--- src/rtl/nuc_dsp_ml_pkg.sv ---
// Shared widths, latency and arithmetic helpers for the NUC correction engine.
package nuc_pkg;

  localparam int unsigned DEF_LANES      = 2;
  localparam int unsigned DEF_DIN_WIDTH  = 14;
  localparam int unsigned DEF_GAIN_WIDTH = 15;
  localparam int unsigned DEF_GAIN_FRAC  = 14;
  localparam int unsigned DEF_OFST_WIDTH = 16;
  localparam int unsigned NUC_LATENCY    = 4;

  typedef enum logic {
    BAD_ZERO    = 1'b0,
    BAD_REPLACE = 1'b1
  } bad_mode_e;

  function automatic longint unsigned unity_gain(input int unsigned frac);
    return 64'd1 << frac;
  endfunction

  // Clamp a signed value into [0, 2^w-1]; caller narrows the result to w bits.
  function automatic logic [63:0] sat_u(input logic signed [63:0] r, input int unsigned w);
    logic signed [63:0] maxv;
    maxv = (64'sd1 <<< w) - 64'sd1;
    if (r < 64'sd0)
      return '0;
    else if (r > maxv)
      return maxv;
    else
      return r;
  endfunction

endpackage

--- src/rtl/nuc_dsp_ml_lane.sv ---
// One lane of the NUC datapath: S1 input regs, S2 multiply, S3 offset add, then saturation.
module nuc_lane
  import nuc_pkg::*;
#(
  parameter int unsigned DIN_WIDTH  = DEF_DIN_WIDTH,
  parameter int unsigned GAIN_WIDTH = DEF_GAIN_WIDTH,
  parameter int unsigned GAIN_FRAC  = DEF_GAIN_FRAC,
  parameter int unsigned OFST_WIDTH = DEF_OFST_WIDTH
) (
  input  logic                  clk,
  input  logic                  srst,
  input  logic                  cen,
  input  logic [DIN_WIDTH-1:0]  din_i,
  input  logic [GAIN_WIDTH-1:0] gain_i,
  input  logic [OFST_WIDTH-1:0] ofst_i,
  output logic [DIN_WIDTH-1:0]  sat_o
);

  localparam int unsigned PRODW = DIN_WIDTH + GAIN_WIDTH;
  localparam int unsigned OFSW  = OFST_WIDTH + GAIN_FRAC;
  // Two guard bits: one for the sign, one for the carry of the add.
  localparam int unsigned PW    = ((PRODW > OFSW) ? PRODW : OFSW) + 2;

  logic [DIN_WIDTH-1:0]  din_q;
  logic [GAIN_WIDTH-1:0] gain_q;
  logic [OFST_WIDTH-1:0] ofst_q, ofs2_q;
  logic [PRODW-1:0]      prod_q, prod_d;
  logic signed [PW-1:0]  p_q, p_d, r;

  always_comb begin
    prod_d = PRODW'(din_q) * PRODW'(gain_q);
    p_d    = $signed({{(PW-PRODW){1'b0}}, prod_q})
           + $signed({{(PW-OFSW){ofs2_q[OFST_WIDTH-1]}}, ofs2_q, {GAIN_FRAC{1'b0}}});
    r      = p_q >>> GAIN_FRAC;
    sat_o  = DIN_WIDTH'(sat_u(64'(r), DIN_WIDTH));
  end

  always_ff @(posedge clk) begin
    if (srst) begin
      din_q  <= '0;
      gain_q <= '0;
      ofst_q <= '0;
      prod_q <= '0;
      ofs2_q <= '0;
      p_q    <= '0;
    end else if (cen) begin
      din_q  <= din_i;
      gain_q <= gain_i;
      ofst_q <= ofst_i;
      prod_q <= prod_d;
      ofs2_q <= ofst_q;
      p_q    <= p_d;
    end
  end

endmodule

--- src/rtl/nuc_dsp_ml_pipe.sv ---
// Plain delay line with clock enable and synchronous clear, used for side-band data.
module nuc_pipe #(
  parameter int unsigned WIDTH       = 8,
  parameter int unsigned PIPE_STAGES = 3
) (
  input  logic             clk,
  input  logic             srst,
  input  logic             cen,
  input  logic [WIDTH-1:0] d_i,
  output logic [WIDTH-1:0] q_o
);

  logic [WIDTH-1:0] stage_q [PIPE_STAGES];

  always_ff @(posedge clk) begin
    if (srst) begin
      for (int unsigned i = 0; i < PIPE_STAGES; i++) stage_q[i] <= '0;
    end else if (cen) begin
      stage_q[0] <= d_i;
      for (int unsigned i = 1; i < PIPE_STAGES; i++) stage_q[i] <= stage_q[i-1];
    end
  end

  assign q_o = stage_q[PIPE_STAGES-1];

endmodule

--- src/rtl/nuc_dsp_ml.sv ---
// Multi-lane NUC engine: per-lane gain/offset correction, bad-pixel handling, fixed 4-beat latency.
module nuc_dsp_ml
  import nuc_pkg::*;
#(
  parameter int unsigned LANES      = DEF_LANES,
  parameter int unsigned DIN_WIDTH  = DEF_DIN_WIDTH,
  parameter int unsigned GAIN_WIDTH = DEF_GAIN_WIDTH,
  parameter int unsigned GAIN_FRAC  = DEF_GAIN_FRAC,
  parameter int unsigned OFST_WIDTH = DEF_OFST_WIDTH
) (
  input  logic                            clk,
  input  logic                            srst,
  input  logic                            cen,
  input  logic                            bypass,
  input  logic                            bad_mode,
  input  logic                            s_valid,
  input  logic                            s_last,
  input  logic [LANES*DIN_WIDTH-1:0]      din,
  input  logic [LANES*(GAIN_WIDTH+1)-1:0] gain,
  input  logic [LANES*OFST_WIDTH-1:0]     ofst,
  output logic                            m_valid,
  output logic                            m_last,
  output logic [LANES*DIN_WIDTH-1:0]      dout,
  output logic [LANES-1:0]                dout_good
);

  localparam int unsigned GW1 = GAIN_WIDTH + 1;
  localparam int unsigned SBW = 4 + LANES + LANES*DIN_WIDTH;

  logic [LANES-1:0]           good_in;
  logic [SBW-1:0]             sb_d, sb_q;
  logic                       v3, last3, byp3, bm3;
  logic [LANES-1:0]           good3;
  logic [LANES*DIN_WIDTH-1:0] raw3;
  logic [DIN_WIDTH-1:0]       corr [LANES];

  logic                       m_valid_q, m_last_q;
  logic [LANES*DIN_WIDTH-1:0] dout_q, dout_d;
  logic [LANES-1:0]           good_q;
  logic [DIN_WIDTH-1:0]       hist_q, hist_d, carry;
  logic                       any_good;

  always_comb begin
    for (int unsigned l = 0; l < LANES; l++) good_in[l] = gain[l*GW1 + GAIN_WIDTH];
  end

  // Modes travel with the beat so a mid-stream change never splits one.
  assign sb_d = {s_valid, s_valid & s_last, bypass, bad_mode, good_in, din};

  nuc_pipe #(
    .WIDTH       (SBW),
    .PIPE_STAGES (NUC_LATENCY - 1)
  ) u_sideband (
    .clk  (clk),
    .srst (srst),
    .cen  (cen),
    .d_i  (sb_d),
    .q_o  (sb_q)
  );

  assign {v3, last3, byp3, bm3, good3, raw3} = sb_q;

  for (genvar g = 0; g < LANES; g++) begin : g_lane
    nuc_lane #(
      .DIN_WIDTH  (DIN_WIDTH),
      .GAIN_WIDTH (GAIN_WIDTH),
      .GAIN_FRAC  (GAIN_FRAC),
      .OFST_WIDTH (OFST_WIDTH)
    ) u_lane (
      .clk    (clk),
      .srst   (srst),
      .cen    (cen),
      .din_i  (din[g*DIN_WIDTH +: DIN_WIDTH]),
      .gain_i (gain[g*GW1 +: GAIN_WIDTH]),
      .ofst_i (ofst[g*OFST_WIDTH +: OFST_WIDTH]),
      .sat_o  (corr[g])
    );
  end

  // carry walks left to right: history first, then each good lane's result.
  always_comb begin
    carry    = hist_q;
    any_good = 1'b0;
    dout_d   = '0;
    for (int unsigned l = 0; l < LANES; l++) begin
      if (byp3) begin
        dout_d[l*DIN_WIDTH +: DIN_WIDTH] = raw3[l*DIN_WIDTH +: DIN_WIDTH];
      end else if (good3[l]) begin
        dout_d[l*DIN_WIDTH +: DIN_WIDTH] = corr[l];
        carry    = corr[l];
        any_good = 1'b1;
      end else if (bad_mode_e'(bm3) == BAD_REPLACE) begin
        dout_d[l*DIN_WIDTH +: DIN_WIDTH] = carry;
      end
    end
    hist_d = hist_q;
    if (v3) begin
      if (last3)
        hist_d = '0;
      else if (!byp3 && any_good)
        hist_d = carry;
    end
  end

  always_ff @(posedge clk) begin
    if (srst) begin
      m_valid_q <= 1'b0;
      m_last_q  <= 1'b0;
      dout_q    <= '0;
      good_q    <= '0;
      hist_q    <= '0;
    end else if (cen) begin
      m_valid_q <= v3;
      m_last_q  <= last3;
      dout_q    <= dout_d;
      good_q    <= good3;
      hist_q    <= hist_d;
    end
  end

  assign m_valid   = m_valid_q;
  assign m_last    = m_last_q;
  assign dout      = dout_q;
  assign dout_good = good_q;

endmodule

--- config.mk ---
export PLATFORM = sky130hd
export DESIGN_NAME = nuc_dsp_ml
export DESIGN_NICKNAME = d
export VERILOG_FILES = /design/src/rtl/nuc_dsp_ml_pkg.sv /design/src/rtl/nuc_dsp_ml_lane.sv /design/src/rtl/nuc_dsp_ml_pipe.sv /design/src/rtl/nuc_dsp_ml.sv
export SDC_FILE = /design/constraint.sdc
export NUM_CORES = 1
export LEC_CHECK = 0
export CELL_PAD_IN_SITES_DETAIL_PLACEMENT = 1
export CELL_PAD_IN_SITES_GLOBAL_PLACEMENT = 1
export CORE_UTILIZATION = 49
export DETAILED_ROUTE_END_ITERATION = 8
export GPL_ROUTABILITY_DRIVEN = 0
export PLACE_DENSITY_LB_ADDON = 0.1
export SLEW_MARGIN = 10
export SYNTH_ARGS = -nofsm -noshare
export SYNTH_HDL_FRONTEND = slang
export SYNTH_SLANG_ARGS = --single-unit
export TNS_END_PERCENT = 10
--- constraint.sdc ---
create_clock -name clk -period 7.6 [get_ports clk]
set_clock_uncertainty 0.05 [all_clocks]
set_input_delay 1.9 -clock clk [delete_from_list [all_inputs] [get_ports clk]]
set_output_delay 1.9 -clock clk [all_outputs]
set_load 0.005 [all_outputs]
; ---- Yosys cells after proc, flatten, opt, wreduce, memory -nomap -nowiden
; Memories as Yosys holds them, arrays and structs flattened.
; Cells that the tools add are included.
[totals]
ff_bits = 288
latchBits = 0
ram_bits = 102
mem_bits_ro = 0
inputBits = 99
output_inout_bits = 32
elab_cells = 62
mem_count = 1
[classes]
n_addsub = 2
multipliers = 2
div = 0
order_cmp = 4
n_eq_ne = 0
n_shift = 0
mux = 28
bitwise_logic = 4
n_reduce_logical = 4
[mem_list]
columns = name, depth, word_bits, rd, rd_clocked_by_memory_dff, wr, line
row1 = u_sideband.stage_q, 3, 34, 3, 0, 3, nuc_dsp_ml_pipe.sv:13  ; logic [WIDTH-1:0] stage_q [PIPE_STAGES];
[op_table]
columns = op, n
row1 = 2-to-1 mux 14 bit, 16
row2 = 2-to-1 mux 34 bit, 3
row3 = adder 30 x 30 -> 31 bit, 2
row4 = multiplier 14 x 15 -> 29 bit, 2
row5 = "> comparator 17 x 15 -> 1 bit, second input constant", 2
row6 = "< comparator 17 x 1 -> 1 bit, second input constant", 2
row7 = 2-to-1 mux 1 bit, 9
row8 = bitwise OR 1 bit, 3
row9 = AND reduction 3 bit, 1
row10 = nonzero test 2 bit, 1
row11 = AND 1 bit, 1
row12 = logical AND 1 bit, 1
row13 = zero test 1 bit, 1

; ---- Logic depth before layout (Yosys ltp)
; Gate-level depths: netlist (run 1).
[logic_depth]
ltp_word = 9
depth_mapped = 23
ltp_nobuf = 22

; ---- Cells and area by module
; Synthesis (run 1) repeated with hierarchy kept, for this count alone.
[unflattened]
cells_unflattened = 3016
hier_area_um2 = 28628.7
[by_module_without_submodules]
columns = module, instances, cells_each, area_per_inst_um2, seq_area_each_um2
row1 = nuc_lane at g_lane[1].u_lane, 1, 1235, 10892.9, 1861.8
row2 = nuc_lane at g_lane[0].u_lane, 1, 1224, 10784.1, 1861.8
row3 = nuc_pipe, 1, 261, 4424.2, 3062.9
row4 = nuc_dsp_ml, 1, 296, 2527.4, 920.9

; ---- Least setup slack after synthesis (run 1)
; Ideal clock, no wire load.
[synth_timing]
path_kind = register to register
startpoint = reg g_lane[0].u_lane.din_q[5]
endpoint = reg g_lane[0].u_lane.prod_q[27]
t_arrival_ns = 5.566
setup_slack_ns = 1.862
stages_incl_launch_ff = 21
path_buffers = 1
period_less_slack_ns = 5.738
path_cell_list = dfxtp_1 > clkbuf_1 > nand2_1 > fa_1 > fa_1 > inv_1 > fa_1 > fa_1 > fa_1 > inv_1 > fa_1 > inv_1 > ha_1 > nand4_1 > or2_0 > a2bb2oi_1 > nand4_1 > nand2_1 > o32ai_2 > nor4_1 > a311o_1
[synth_via]
elab_chain_len = 1
[synth_rtl]
columns = element, line
row1 = start: declaration, nuc_dsp_ml_lane.sv:24  ; logic [DIN_WIDTH-1:0] din_q;
row2 = start signal: assignment, nuc_dsp_ml_lane.sv:47  ; din_q <= din_i;
row3 = multiplier 14 x 15 -> 29 bit, nuc_dsp_ml_lane.sv:31  ; prod_d = PRODW'(din_q) * PRODW'(gain_q);
row4 = end signal: assignment, nuc_dsp_ml_lane.sv:50  ; prod_q <= prod_d;
row5 = end: declaration, nuc_dsp_ml_lane.sv:27  ; logic [PRODW-1:0] prod_q, prod_d;
; Every way passes these cells.
; A chain may end at the register's enable or synchronous reset.

; ---- Worst setup path after layout (run 1)
[layout_timing]
startpoint = reg g_lane[0].u_lane.din_q[9]
endpoint = reg g_lane[0].u_lane.prod_q[27]
; The elaborated chain is that of the path after synthesis.

==> results of run 1 <==
[power breakdown]
group / switching [W] / internal (W) / leakage [nW]
logic: 0.000479 / 0.000349 / 10.8
registers: 0.000135 / 0.00194 / 3.02
clock network: 0.000814 / 0.00116 / 0.641
[registers in the layout, indices dropped and copies added, names as in the netlist]
| register | cells |
|---|---|
| u_sideband.stage_q | 102 |
| g_lane.u_lane.p_q | 34 |
| g_lane.u_lane.ofs2_q | 32 |
| g_lane.u_lane.ofst_q | 32 |
| g_lane.u_lane.gain_q | 30 |
| g_lane.u_lane.prod_q | 30 |
| dout | 28 |
| g_lane.u_lane.din_q | 28 |
| hist_q | 14 |
| dout_good | 2 |
| m_last | 1 |
| m_valid | 1 |
[per-layer routing]
layer,GRT usage,wire (µm),share of wire
met1,0.380,34900,0.46
met2,0.448,34800,0.46
met3,0.0467,3870,0.051
met4,0.0657,1620,0.021
met5,0,0,0
[layout make-up]
| type | instances | area (µm²) |
|---|---|---|
| multi-input combinational | 1985 | 17300 |
| sequential | 334 | 7710 |
| fill | 6110 | 24000 |
| antenna | 1 | 2.50 |
| timing repair buffer | 148 | 1440 |
| clock inverter | 24 | 277 |
| inverter | 363 | 1370 |
| tap | 696 | 871 |
| clock buffer | 49 | 1040 |
[cells in the mapped netlist (all sizes together) (20+ instances only)]
cell    number
a21o        60
a21oi       74
and2       300
buf         20
clkbuf     121
dfxtp      232
edfxtp     102
fa         306
ha         212
inv        363
mux2i      119
nand2      329
nor2       194
o21ai       92
xnor2       26
xor2        24
[placed cells by master (no fill, tap or decap), types with 17 or more instances in the layout]
cell | Yosys | layout
sky130_fd_sc_hd__a211oi_1 | 19 | 19
sky130_fd_sc_hd__a21o_1 | 60 | 60
sky130_fd_sc_hd__a21oi_1 | 74 | 74
sky130_fd_sc_hd__a31oi_1 | 18 | 18
sky130_fd_sc_hd__and2_1 | 300 | 300
sky130_fd_sc_hd__buf_4 | 0 | 18
sky130_fd_sc_hd__clkbuf_16 | 0 | 40
sky130_fd_sc_hd__clkdlybuf4s50_1 | 0 | 128
sky130_fd_sc_hd__dfxtp_1 | 232 | 232
sky130_fd_sc_hd__edfxtp_1 | 102 | 102
sky130_fd_sc_hd__fa_1 | 306 | 306
sky130_fd_sc_hd__ha_1 | 212 | 212
sky130_fd_sc_hd__inv_1 | 361 | 360
sky130_fd_sc_hd__mux2i_1 | 119 | 119
sky130_fd_sc_hd__nand2_1 | 329 | 329
sky130_fd_sc_hd__nand4_1 | 17 | 17
sky130_fd_sc_hd__nor2_1 | 194 | 192
sky130_fd_sc_hd__o211ai_1 | 18 | 18
sky130_fd_sc_hd__o21a_1 | 19 | 19
sky130_fd_sc_hd__o21ai_0 | 66 | 66
sky130_fd_sc_hd__o21ai_1 | 26 | 26
sky130_fd_sc_hd__xnor2_1 | 26 | 26
sky130_fd_sc_hd__xor2_1 | 24 | 24
[critical path, cell delays in order (launching register included)]
cell	delay, ns
sky130_fd_sc_hd__dfxtp_1	0.81
sky130_fd_sc_hd__nand2_1	0.19
sky130_fd_sc_hd__fa_1	0.55
sky130_fd_sc_hd__inv_1	0.05
sky130_fd_sc_hd__fa_1	0.55
sky130_fd_sc_hd__fa_1	0.44
sky130_fd_sc_hd__fa_1	0.47
sky130_fd_sc_hd__fa_1	0.50
sky130_fd_sc_hd__inv_1	0.05
sky130_fd_sc_hd__fa_1	0.47
sky130_fd_sc_hd__inv_1	0.04
sky130_fd_sc_hd__ha_1	0.38
sky130_fd_sc_hd__nand4_1	0.20
sky130_fd_sc_hd__nor3_1	0.26
sky130_fd_sc_hd__o211ai_1	0.17
sky130_fd_sc_hd__nand4_1	0.20
sky130_fd_sc_hd__nand2_1	0.14
sky130_fd_sc_hd__o32ai_2	0.37
sky130_fd_sc_hd__nor4_1	0.09
sky130_fd_sc_hd__a311o_1	0.33
[cell families (layout without fill, tap and decap cells)]
kind of cell	after synthesis	count (layout)
mux	119	119
other cells	0	1
flops	334	334
xor+xnor	50	50
buf+inv	504	584
simple gates	924	924
fa+ha+maj	518	518
compound gates	374	374
[final timing paths]
path,startpoint,slack [ns],to,depth (start not counted)
worst min-delay path,g_lane[1].u_lane.p_q[28]$_SDFFE_PP0P_,0.39,g_lane[1].u_lane.p_q[28]$_SDFFE_PP0P_,2
worst max register to register,g_lane[0].u_lane.din_q[9]$_SDFFE_PP0P_,1.17,g_lane[0].u_lane.prod_q[27]$_SDFFE_PP0P_,19
worst max-delay path,g_lane[0].u_lane.din_q[9]$_SDFFE_PP0P_,1.17,g_lane[0].u_lane.prod_q[27]$_SDFFE_PP0P_,19
worst min register to register,g_lane[1].u_lane.p_q[28]$_SDFFE_PP0P_,0.39,g_lane[1].u_lane.p_q[28]$_SDFFE_PP0P_,2
[through the flow]
step | hold slack [ns] | util
detailed placement | 0.389 | 0.532
finish | 0.393 | 0.556
CTS | 0.397 | 0.556
floorplan | 0.367 | -
global route | 0.422 | 0.556
global placement | 0.379 | 0.532
==> metrics.txt, run 1 <==
# TYPE chip_impl_metric gauge
chip_impl_metric{name="grt_antenna_before_repair",unit=""} 0
chip_impl_metric{name="routed_wirelength",unit="µm"} 75200
chip_impl_metric{name="maxCapViolCount",unit=""} 0
chip_impl_metric{name="clockBufferDepth",unit=""} 3
chip_impl_metric{name="max_slew.worst_pin.slew",unit="ns"} 1.25
chip_impl_info{name="largest_family_of_logic_cells_by_synthesized_area",value="adder cells"} 1
chip_impl_metric{name="post-cts-setup-buffers",unit=""} 0
chip_impl_metric{name="final_area",unit="µm²"} 30100
chip_impl_metric{name="critical_path_peak_fanout",unit=""} 16
chip_impl_metric{name="row_count",unit=""} 85
chip_impl_info{name="worst_setup_path_start_kind",value="register"} 1
chip_impl_info{name="synth_flop_cell",value="sky130_fd_sc_hd__dfxtp_1"} 1
chip_impl_metric{name="dp.final_hpwl",unit="µm"} 57300
chip_impl_metric{name="synth_warnings",unit=""} 0
chip_impl_info{name="tritoncts",value="built"} 1
chip_impl_info{name="worst_hold_path_type",value="reg2reg"} 1
chip_impl_metric{name="yosys.area_share.xor_xnor",unit=""} 0.0163
chip_impl_metric{name="maximum_number_of_pins_on_one_net_before_global_route_repair",unit=""} 80
chip_impl_info{name="yosys_top_cell_by_area",value="sky130_fd_sc_hd__fa_1"} 1
chip_impl_metric{name="drtAntennaViolNets",unit=""} 0
chip_impl_metric{name="cts_hold_repair.buffers",unit=""} 0
chip_impl_metric{name="setup-violations-final",unit=""} 0
chip_impl_metric{name="synth.ff_latch_count",unit=""} 334
chip_impl_metric{name="grt_usage",unit=""} 0.274
chip_impl_metric{name="dr.pass1.iters",unit=""} 5
chip_impl_metric{name="vias",unit=""} 19944
chip_impl_metric{name="cts_htree_levels",unit=""} 2
chip_impl_metric{name="globalRouteOverflowTotal",unit=""} 0
chip_impl_metric{name="post_synth_and_or_nand_nor_area_fraction",unit=""} 0.165
chip_impl_metric{name="timing.slew.headroom",unit=""} 0.166
chip_impl_metric{name="boundaryPins",unit=""} 131
chip_impl_info{name="status",value="finished clean"} 1
chip_impl_metric{name="peak_supply_drop",unit="mV"} 0.149
chip_impl_metric{name="layout.cells.non_filler",unit=""} 3600
chip_impl_metric{name="timing.final.crit_period",unit="ns"} 6.43
chip_impl_metric{name="grt_pass1_wl",unit="µm"} 121000
chip_impl_metric{name="vias_per_cell",unit=""} 5.54
chip_impl_metric{name="syn_nets",unit=""} 3440
chip_impl_metric{name="tritoncts.num_buffers",unit=""} 40
chip_impl_metric{name="post_synth_arst_share",unit=""} 0
chip_impl_metric{name="clock_sink_count",unit=""} 334
chip_impl_metric{name="synth-adder-area-share",unit=""} 0.326
chip_impl_info{name="worstSetupEndpointType",value="register"} 1
chip_impl_info{name="yosys-top-cells-area",value="sky130_fd_sc_hd__fa_1 23%, sky130_fd_sc_hd__dfxtp_1 17%, sky130_fd_sc_hd__edfxtp_1 11%"} 1
chip_impl_metric{name="die_area",unit="µm²"} 55900
chip_impl_metric{name="flow.area_growth_from_synthesis",unit="%"} 11.5
chip_impl_metric{name="nNetsFinal",unit=""} 3489
chip_impl_metric{name="fmaxAchievable",unit="MHz"} 156
chip_impl_metric{name="synthesis.area_per_instance",unit="µm²"} 9.55
chip_impl_metric{name="synthCells",unit=""} 2823
chip_impl_metric{name="unique_masters_post_synth",unit=""} 63
chip_impl_metric{name="synth.area.mux_share",unit=""} 0.0442
chip_impl_metric{name="fin_tns_setup",unit="ns"} 0
chip_impl_metric{name="synth-compound-area-share",unit=""} 0.0916
chip_impl_info{name="rsz0062_at_grt",value="false"} 1
chip_impl_metric{name="final_critical_path_setup_slack",unit="ns"} 1.17
chip_impl_metric{name="power.static_leakage",unit="nW"} 14.4
chip_impl_metric{name="worstPathRequired",unit="ns"} 7.99
chip_impl_metric{name="core",unit="µm²"} 54000
chip_impl_metric{name="power.density_cell_area",unit="nW/µm²"} 162
chip_impl_info{name="root_buffer",value="sky130_fd_sc_hd__clkbuf_16"} 1
chip_impl_metric{name="drtIter0Drc",unit=""} 1066
chip_impl_metric{name="worstSkewPairLatency",unit="ns"} 0.56
chip_impl_metric{name="grt_pass1_vias",unit=""} 21842
chip_impl_metric{name="fp.dieH",unit="µm"} 237
chip_impl_info{name="worstSetupPathType",value="reg2reg"} 1
chip_impl_metric{name="initial_core_util",unit=""} 0.499
chip_impl_metric{name="timing.critical_path.arrival",unit="ns"} 6.82
chip_impl_metric{name="synth-seq-area-share",unit=""} 0.286
chip_impl_metric{name="finalHoldViolCount",unit=""} 0
chip_impl_metric{name="place_area",unit="µm²"} 28700
chip_impl_metric{name="drt_drc_violations_left",unit=""} 0
chip_impl_metric{name="overall_power",unit="W"} 0.00487
chip_impl_metric{name="place_inst",unit=""} 3526
chip_impl_metric{name="fin_crit_sh",unit=""} 0.846
chip_impl_metric{name="synth-edff-count",unit=""} 102
chip_impl_metric{name="final-max-slew-violation-count",unit=""} 0
chip_impl_metric{name="io_buffers",unit=""} 130
chip_impl_metric{name="netlist.area_leader.share",unit=""} 0.227
chip_impl_metric{name="synthesis.area",unit="µm²"} 26900
chip_impl_metric{name="share_of_final_layout_standard_cells_stronger_than_drive_strength_1",unit=""} 0.0331
chip_impl_metric{name="routed_wire_length_per_instance",unit="µm"} 20.9
chip_impl_metric{name="clk_pin_slew",unit="ns"} 0.06
chip_impl_metric{name="post_cts_resized",unit=""} 0
chip_impl_metric{name="die_width",unit="µm"} 237
chip_impl_metric{name="placement.setup.worst_slack",unit="ns"} 1.23
Power figures use the tool's default switching activity.
==> run 2, diff against run 1 <==
==> constraint.sdc (replaced) <==
create_clock -name clk -period 6 [get_ports clk]
set_clock_uncertainty 0.05 [all_clocks]
set_input_delay 1.5 -clock clk [delete_from_list [all_inputs] [get_ports clk]]
set_output_delay 1.5 -clock clk [all_outputs]
set_load 0.005 [all_outputs]
==> run 2 against run 1 <==
Compared with the run above: final cell count grew 1.9%; register-to-register slack worse by 1.0 ns; routed wire length grew 2.4%; final area grew 2.7%; largest power group unchanged; clock power increased by 27%; sequential share of layout area fell by 0.47 points; via count rose by 1.5%; maximum frequency rose by 9.7%; setup slack worse by 1.0 ns; highest routed layer unchanged.
==> metrics.txt, run 2 (synthesized netlist as in run 1, its figures left out) <==
# TYPE chip_impl_metric gauge
chip_impl_info{name="status",value="finished clean"} 1
chip_impl_metric{name="row_count",unit=""} 85
chip_impl_metric{name="antenna_cells",unit=""} 0
chip_impl_metric{name="critical_path_peak_fanout",unit=""} 14
chip_impl_info{name="largest_register",value="u_sideband.stage_q"} 1
chip_impl_metric{name="worstSkewPairLatency",unit="ns"} 0.57
chip_impl_metric{name="final-max-slew-violation-count",unit=""} 0
chip_impl_metric{name="io_buffers",unit=""} 130
chip_impl_metric{name="fmaxAchievable",unit="MHz"} 171
chip_impl_metric{name="fin_tns_setup",unit="ns"} 0
chip_impl_metric{name="setup-violations-final",unit=""} 0
chip_impl_metric{name="clock_sink_count",unit=""} 334
chip_impl_metric{name="peak_supply_drop",unit="mV"} 0.196
chip_impl_metric{name="nNetsFinal",unit=""} 3560
chip_impl_metric{name="vias_per_cell",unit=""} 5.52
chip_impl_metric{name="fp.dieH",unit="µm"} 237
chip_impl_metric{name="fin_crit_sh",unit=""} 0.976
chip_impl_metric{name="initial_core_util",unit=""} 0.499
chip_impl_metric{name="routed_wirelength",unit="µm"} 77000
chip_impl_metric{name="vias",unit=""} 20246
chip_impl_info{name="root_buffer",value="sky130_fd_sc_hd__clkbuf_16"} 1
chip_impl_metric{name="timing.slew.headroom",unit=""} 0.233
chip_impl_metric{name="placement.setup.worst_slack",unit="ns"} -0.200
chip_impl_metric{name="r2r.worst_path.cells",unit=""} 20
chip_impl_metric{name="max_slew.worst_pin.slew",unit="ns"} 1.15
chip_impl_metric{name="fillers",unit=""} 5997
chip_impl_metric{name="finalHoldViolCount",unit=""} 0
chip_impl_metric{name="globalRouteOverflowTotal",unit=""} 0
chip_impl_metric{name="drt_drc_violations_left",unit=""} 0
chip_impl_metric{name="cts_hold_repair.buffers",unit=""} 0
chip_impl_metric{name="die_width",unit="µm"} 237
chip_impl_metric{name="drtAntennaViolNets",unit=""} 0
chip_impl_metric{name="clockBufferDepth",unit=""} 3
chip_impl_metric{name="grt_antenna_before_repair",unit=""} 3
chip_impl_info{name="worstSetupPathType",value="reg2reg"} 1
chip_impl_metric{name="boundaryPins",unit=""} 131
chip_impl_metric{name="grt_pass1_wl",unit="µm"} 122000
chip_impl_metric{name="tritoncts.num_buffers",unit=""} 40
chip_impl_info{name="final_common_cell",value="sky130_fd_sc_hd__inv_1"} 1
chip_impl_metric{name="routed_wire_length_per_instance",unit="µm"} 21.0
chip_impl_metric{name="maximum_number_of_pins_on_one_net_before_global_route_repair",unit=""} 102
chip_impl_info{name="rsz0062_at_grt",value="true"} 1
chip_impl_metric{name="clk_pin_slew",unit="ns"} 0.06
chip_impl_metric{name="final_critical_path_setup_slack",unit="ns"} 0.142
chip_impl_info{name="layout.cells.most_common_list",value="360 x sky130_fd_sc_hd__inv_1, 326 x sky130_fd_sc_hd__nand2_1, 304 x sky130_fd_sc_hd__fa_1, 300 x sky130_fd_sc_hd__and2_1, 207 x sky130_fd_sc_hd__dfxtp_1"} 1
chip_impl_metric{name="dr.pass1.iters",unit=""} 5
chip_impl_metric{name="grt_usage",unit=""} 0.279
chip_impl_metric{name="core",unit="µm²"} 54000
chip_impl_info{name="worstSetupEndpointType",value="register"} 1
chip_impl_info{name="tritoncts",value="built"} 1
chip_impl_info{name="worst_setup_path_start_kind",value="register"} 1
chip_impl_metric{name="worstPathRequired",unit="ns"} 6.40
chip_impl_metric{name="share_of_final_layout_standard_cells_stronger_than_drive_strength_1",unit=""} 0.0723
chip_impl_metric{name="final.hold.worst_slack",unit="ns"} 0.403
chip_impl_metric{name="maxCapViolCount",unit=""} 0
chip_impl_info{name="reg.largest.list",value="u_sideband.stage_q x102, g_lane.u_lane.p_q x34"} 1
chip_impl_metric{name="timing.final.crit_period",unit="ns"} 5.86
chip_impl_metric{name="dp.final_hpwl",unit="µm"} 59900
chip_impl_metric{name="worstHoldPathCells",unit=""} 2
chip_impl_info{name="worst_hold_path_type",value="reg2reg"} 1
chip_impl_metric{name="drtIter0Drc",unit=""} 1045
chip_impl_metric{name="cts_htree_levels",unit=""} 2
chip_impl_metric{name="grt_pass1_vias",unit=""} 22156
chip_impl_metric{name="timing.critical_path.arrival",unit="ns"} 6.26
chip_impl_metric{name="power.static_leakage",unit="nW"} 14.8
chip_impl_metric{name="flow.area_growth_from_synthesis",unit="%"} 14.5
chip_impl_metric{name="largest_register_ffs",unit=""} 102
chip_impl_metric{name="power.density_cell_area",unit="nW/µm²"} 203
chip_impl_metric{name="die_area",unit="µm²"} 55900
==> run 2: cell types whose count changed in the layout (fill, tap and decap cells not counted), moves of 5 or more <==
cell	delta
sky130_fd_sc_hd__clkbuf_8	+6
sky130_fd_sc_hd__ha_4	+6
sky130_fd_sc_hd__ha_1	-7
sky130_fd_sc_hd__dfxtp_4	+12
sky130_fd_sc_hd__dfxtp_2	+13
sky130_fd_sc_hd__clkbuf_1	+5
sky130_fd_sc_hd__clkinv_2	-6
sky130_fd_sc_hd__dfxtp_1	-25
sky130_fd_sc_hd__buf_4	+70
==> run 2: worst max-delay path: stages, from the launching register on <==
cell	delay (ns)
sky130_fd_sc_hd__dfxtp_1	0.32
sky130_fd_sc_hd__buf_4	0.20
sky130_fd_sc_hd__and2_1	0.19
sky130_fd_sc_hd__fa_1	0.53
sky130_fd_sc_hd__inv_1	0.06
sky130_fd_sc_hd__fa_1	0.48
sky130_fd_sc_hd__inv_1	0.05
sky130_fd_sc_hd__fa_1	0.48
sky130_fd_sc_hd__fa_1	0.50
sky130_fd_sc_hd__fa_1	0.49
sky130_fd_sc_hd__inv_1	0.05
sky130_fd_sc_hd__fa_1	0.47
sky130_fd_sc_hd__inv_1	0.04
sky130_fd_sc_hd__ha_1	0.33
sky130_fd_sc_hd__and3_1	0.20
sky130_fd_sc_hd__a31oi_2	0.25
sky130_fd_sc_hd__nand2_2	0.12
sky130_fd_sc_hd__a2111o_1	0.44
sky130_fd_sc_hd__a31oi_1	0.18
sky130_fd_sc_hd__xor2_1	0.21
sky130_fd_sc_hd__o21ai_1	0.08
==> run 2: timing repair <==
item,4_1_cts,5_1_grt
setup buffers,1,12
gates resized for setup,15,55
pin swaps,0,21
setup endpoints to repair,3,15
==> run 2: per-layer routing <==
layer | vias up | GRT usage | routed length (µm)
li1 | 9380 | - | -
met1 | 10325 | 0.380 | 35200
met2 | 450 | 0.461 | 36000
met3 | 91 | 0.0565 | 4530
met4 | 0 | 0.0533 | 1300
met5 | - | 0 | 0
==> run 2: final timing paths <==
kind	from	end	slack, ns
max	g_lane[1].u_lane.gain_q[7]$_SDFFE_PP0P_	g_lane[1].u_lane.prod_q[22]$_SDFFE_PP0P_	0.14
min	g_lane[1].u_lane.p_q[28]$_SDFFE_PP0P_	g_lane[1].u_lane.p_q[28]$_SDFFE_PP0P_	0.40
max reg2reg	g_lane[1].u_lane.gain_q[7]$_SDFFE_PP0P_	g_lane[1].u_lane.prod_q[22]$_SDFFE_PP0P_	0.14
min reg2reg	g_lane[1].u_lane.p_q[28]$_SDFFE_PP0P_	g_lane[1].u_lane.p_q[28]$_SDFFE_PP0P_	0.40
==> run 2: stage by stage <==
stage	utilization	instances	instance area [µm²]	power (W)
after floorplan	-	2823	26900	0.00330
after global placement	0.540	3583	29200	0.00370
after detailed placement	0.540	3583	29200	0.00376
after CTS	0.565	3657	30500	0.00629
after global routing	0.571	3670	30900	0.00656
final	0.571	3670	30900	0.00626
==> run 2: power breakdown <==
group	internal (W)	switching, W
sequential	0.00246	0.000128
clock	0.00150	0.00101
combinational	0.000494	0.000677
total	0.00445	0.00181
==> run 2: area by class of cell <==
class                      count  area, µm²  area share
clock buffer                  60       1150      0.0371
clock inverter                13        193     0.00624
inverter                     363       1370      0.0442
multi-input combinational   1985      17500       0.568
sequential                   334       7770       0.252
tap                          696        871      0.0282
timing repair buffer         219       1990      0.0644
==> run 3, diff against run 2 <==
--- a/config.mk
+++ b/config.mk
@@ -11,6 +11,7 @@
 export DETAILED_ROUTE_END_ITERATION = 8
 export GPL_ROUTABILITY_DRIVEN = 0
 export PLACE_DENSITY_LB_ADDON = 0.1
+export SETUP_SLACK_MARGIN = 0.4
 export SLEW_MARGIN = 10
 export SYNTH_ARGS = -nofsm -noshare
 export SYNTH_HDL_FRONTEND = slang
==> run 3 against run 2 <==
Compared with the run above: clock power fell by 4%; register-to-register slack barely moved; critical path depth rose by 2; final area rose by 1.4%; first-iteration DRC count fell by 0.38%; sequential power barely moved; critical path type unchanged; critical endpoint is now g_lane[0].u_lane.prod_q[27]$_SDFFE_PP0P_; largest cell class unchanged.
==> metrics.txt, run 3 (synthesized netlist as in run 1, its figures left out) <==
# TYPE chip_impl_metric gauge
chip_impl_info{name="status",value="finished clean"} 1
chip_impl_info{name="rsz0062_at_grt",value="true"} 1
chip_impl_metric{name="antenna_cells",unit=""} 0
chip_impl_metric{name="core",unit="µm²"} 54000
chip_impl_metric{name="timing.final.crit_period",unit="ns"} 5.86
chip_impl_info{name="reg.largest.list",value="u_sideband.stage_q x102, g_lane.u_lane.p_q x34"} 1
chip_impl_metric{name="max_slew.worst_pin.slew",unit="ns"} 1.23
chip_impl_metric{name="final-max-slew-violation-count",unit=""} 0
chip_impl_metric{name="nNetsFinal",unit=""} 3578
chip_impl_metric{name="final_area",unit="µm²"} 31300
chip_impl_info{name="root_buffer",value="sky130_fd_sc_hd__clkbuf_16"} 1
chip_impl_metric{name="power.density_cell_area",unit="nW/µm²"} 199
chip_impl_metric{name="tritoncts.num_buffers",unit=""} 39
chip_impl_metric{name="grt_usage",unit=""} 0.281
chip_impl_metric{name="maxCapViolCount",unit=""} 0
chip_impl_info{name="largest_register",value="u_sideband.stage_q"} 1
chip_impl_metric{name="fillers",unit=""} 5998
chip_impl_metric{name="timing.slew.headroom",unit=""} 0.174
chip_impl_info{name="layout.cells.most_common_list",value="356 x sky130_fd_sc_hd__inv_1, 325 x sky130_fd_sc_hd__nand2_1, 298 x sky130_fd_sc_hd__fa_1, 295 x sky130_fd_sc_hd__and2_1"} 1
chip_impl_metric{name="worstSkewPairLatency",unit="ns"} 0.57
chip_impl_metric{name="initial_core_util",unit=""} 0.499
chip_impl_metric{name="largest_register_ffs",unit=""} 102
chip_impl_metric{name="io_buffers",unit=""} 130
chip_impl_metric{name="critPathMaxStageDelay",unit="ns"} 0.55
chip_impl_metric{name="maximum_number_of_pins_on_one_net_before_global_route_repair",unit=""} 112
chip_impl_metric{name="clockBufferDepth",unit=""} 3
chip_impl_info{name="worst_setup_path_start_kind",value="register"} 1
chip_impl_info{name="crit_top_cell",value="sky130_fd_sc_hd__fa_1"} 1
chip_impl_metric{name="critical_path_peak_fanout",unit=""} 11
chip_impl_metric{name="timing.critical_path.arrival",unit="ns"} 6.26
chip_impl_metric{name="worstPathRequired",unit="ns"} 6.39
chip_impl_metric{name="fp.dieH",unit="µm"} 237
chip_impl_metric{name="flow.area_growth_from_synthesis",unit="%"} 16.1
chip_impl_metric{name="drtAntennaViolNets",unit=""} 0
chip_impl_metric{name="routed_wire_length_per_instance",unit="µm"} 21.3
chip_impl_metric{name="row_count",unit=""} 85
chip_impl_metric{name="die_width",unit="µm"} 237
chip_impl_metric{name="seq_power_share",unit=""} 0.414
chip_impl_metric{name="share_of_final_layout_standard_cells_stronger_than_drive_strength_1",unit=""} 0.0993
chip_impl_info{name="crit_path_top_delay_cell",value="sky130_fd_sc_hd__fa_1"} 1
chip_impl_metric{name="power_report.internal_total",unit="W"} 0.00438
chip_impl_metric{name="clock_power_share",unit=""} 0.385
chip_impl_metric{name="setup-violations-final",unit=""} 0
chip_impl_info{name="worstSetupEndpointType",value="register"} 1
chip_impl_metric{name="finalHoldViolCount",unit=""} 0
chip_impl_metric{name="drt_drc_violations_left",unit=""} 0
chip_impl_metric{name="power.net_switching",unit="W"} 0.00186
chip_impl_metric{name="grt_pass1_vias",unit=""} 22535
chip_impl_info{name="final_common_cell",value="sky130_fd_sc_hd__inv_1"} 1
chip_impl_metric{name="globalRouteOverflowTotal",unit=""} 0
chip_impl_metric{name="clk_pin_slew",unit="ns"} 0.06
chip_impl_metric{name="dr.pass1.iters",unit=""} 7
chip_impl_metric{name="pwr-share-comb",unit=""} 0.201
chip_impl_metric{name="grt_antenna_before_repair",unit=""} 2
chip_impl_metric{name="boundaryPins",unit=""} 131
chip_impl_info{name="worstSetupPathType",value="reg2reg"} 1
chip_impl_metric{name="grt_pass1_wl",unit="µm"} 124000
chip_impl_info{name="cp_cell_sequence",value="and2_4 -> fa_1 -> inv_2 -> fa_1 -> inv_1 -> fa_1 -> inv_2 -> fa_1 -> inv_1 -> fa_1 -> inv_1 -> fa_1 -> inv_2 -> ha_4 -> nand4_1 -> nor3_2 -> o211ai_1 -> nand4_1 -> nand2_2 -> o32ai_4 -> nor4_2 -> a311o_1"} 1
chip_impl_metric{name="peak_supply_drop",unit="mV"} 0.239
chip_impl_metric{name="fmaxAchievable",unit="MHz"} 171
chip_impl_metric{name="dp.final_hpwl",unit="µm"} 59100
chip_impl_metric{name="vias_per_cell",unit=""} 5.57
chip_impl_metric{name="power.static_leakage",unit="nW"} 14.9
chip_impl_metric{name="die_area",unit="µm²"} 55900
chip_impl_metric{name="routed_wirelength",unit="µm"} 78600
chip_impl_metric{name="vias",unit=""} 20523
chip_impl_info{name="worst_hold_path_type",value="reg2reg"} 1
chip_impl_metric{name="final.hold.worst_slack",unit="ns"} 0.400
chip_impl_info{name="tritoncts",value="built"} 1
chip_impl_metric{name="clock_sink_count",unit=""} 334
chip_impl_metric{name="fin_crit_sh",unit=""} 0.977
chip_impl_metric{name="overall_power",unit="W"} 0.00624
chip_impl_metric{name="sw_frac_of_total",unit=""} 0.298
chip_impl_metric{name="place_area",unit="µm²"} 29200
chip_impl_metric{name="cts_htree_levels",unit=""} 2
chip_impl_metric{name="drtIter0Drc",unit=""} 1041
run 3: cell types whose count changed in the layout (fill, tap and decap cells not counted), moves of 6 or more:
| cell | before | now |
|---|---|---|
| sky130_fd_sc_hd__dfxtp_1 | 207 | 196 |
| sky130_fd_sc_hd__buf_4 | 88 | 98 |
| sky130_fd_sc_hd__clkbuf_1 | 13 | 4 |
| sky130_fd_sc_hd__ha_1 | 205 | 196 |
| sky130_fd_sc_hd__ha_4 | 6 | 15 |
| sky130_fd_sc_hd__a21oi_1 | 71 | 63 |
| sky130_fd_sc_hd__a21oi_2 | 3 | 11 |
| sky130_fd_sc_hd__buf_6 | 1 | 8 |
| sky130_fd_sc_hd__dfxtp_4 | 12 | 19 |
| sky130_fd_sc_hd__fa_1 | 304 | 298 |
| sky130_fd_sc_hd__fa_2 | 2 | 8 |
run 3: area by class of cell:
| class | instances | area (µm²) | share of cell area |
|---|---|---|---|
| clock inverter | 24 | 233 | 0.00744 |
| multi-input combinational | 1985 | 17800 | 0.569 |
| inverter | 363 | 1370 | 0.0436 |
| clock buffer | 47 | 1050 | 0.0334 |
| sequential | 334 | 7800 | 0.249 |
| tap | 696 | 871 | 0.0278 |
| timing repair buffer | 238 | 2180 | 0.0697 |
run 3: worst paths after layout:
path / to / from / cells after the start / slack (ns)
worst max-delay path: g_lane[0].u_lane.prod_q[27]$_SDFFE_PP0P_ / g_lane[0].u_lane.din_q[3]$_SDFFE_PP0P_ / 22 / 0.14
worst min-delay path: g_lane[0].u_lane.p_q[28]$_SDFFE_PP0P_ / g_lane[0].u_lane.p_q[28]$_SDFFE_PP0P_ / 2 / 0.40
worst max register to register: g_lane[0].u_lane.prod_q[27]$_SDFFE_PP0P_ / g_lane[0].u_lane.din_q[3]$_SDFFE_PP0P_ / 22 / 0.14
worst min register to register: g_lane[0].u_lane.p_q[28]$_SDFFE_PP0P_ / g_lane[0].u_lane.p_q[28]$_SDFFE_PP0P_ / 2 / 0.40
run 3: power by group through the flow:
stage / Sequential [W] / Combinational (W) / Clock (W)
2_1_floorplan: 0.00256 / 0.000750 / 0
3_3_place_gp: 0.00263 / 0.00107 / 0
3_5_place_dp: 0.00263 / 0.00113 / 0
4_1_cts: 0.00258 / 0.00120 / 0.00246
5_1_grt: 0.00259 / 0.00138 / 0.00254
6_report: 0.00258 / 0.00125 / 0.00240
run 3: metal layers:
layer / global-route usage / share of wire / vias up
li1: - / - / 9393
met5: 0 / 0.00017 / -
met1: 0.384 / 0.46 / 10523
met2: 0.476 / 0.48 / 486
met4: 0.0602 / 0.020 / 2
met3: 0.0400 / 0.049 / 119
run 3: critical path: cells and delay by family (launching register included):
family / cells / cell delay [ns]
buffers and inverters: 6 / 0.29
AO/OA/AOI/OAI: 3 / 0.71
adder cells (fa/ha/maj): 7 / 3.27
flip-flops: 1 / 0.40
AND/OR/NAND/NOR: 6 / 1.01
run 3: repair_timing:
| item | in CTS | in global routing |
|---|---|---|
| gates cloned | 0 | 0 |
| setup buffers | 28 | 8 |
| pin swaps | 27 | 59 |
| setup endpoints to repair | 29 | 29 |
| resized for setup | 91 | 58 |
| hold buffers | 0 | 0 |
run 3: metrics by stage:
stage               setup WS (ns)  utilization  instances  setup TNS, ns
floorplan                   0.401            -       2823              0
CTS                         0.239        0.574       3679              0
detailed placement        -0.0379        0.540       3580        -0.0755
finish                      0.136        0.579       3687              0
global route               -0.119        0.579       3687         -0.132
global placement            0.103        0.540       3580              0
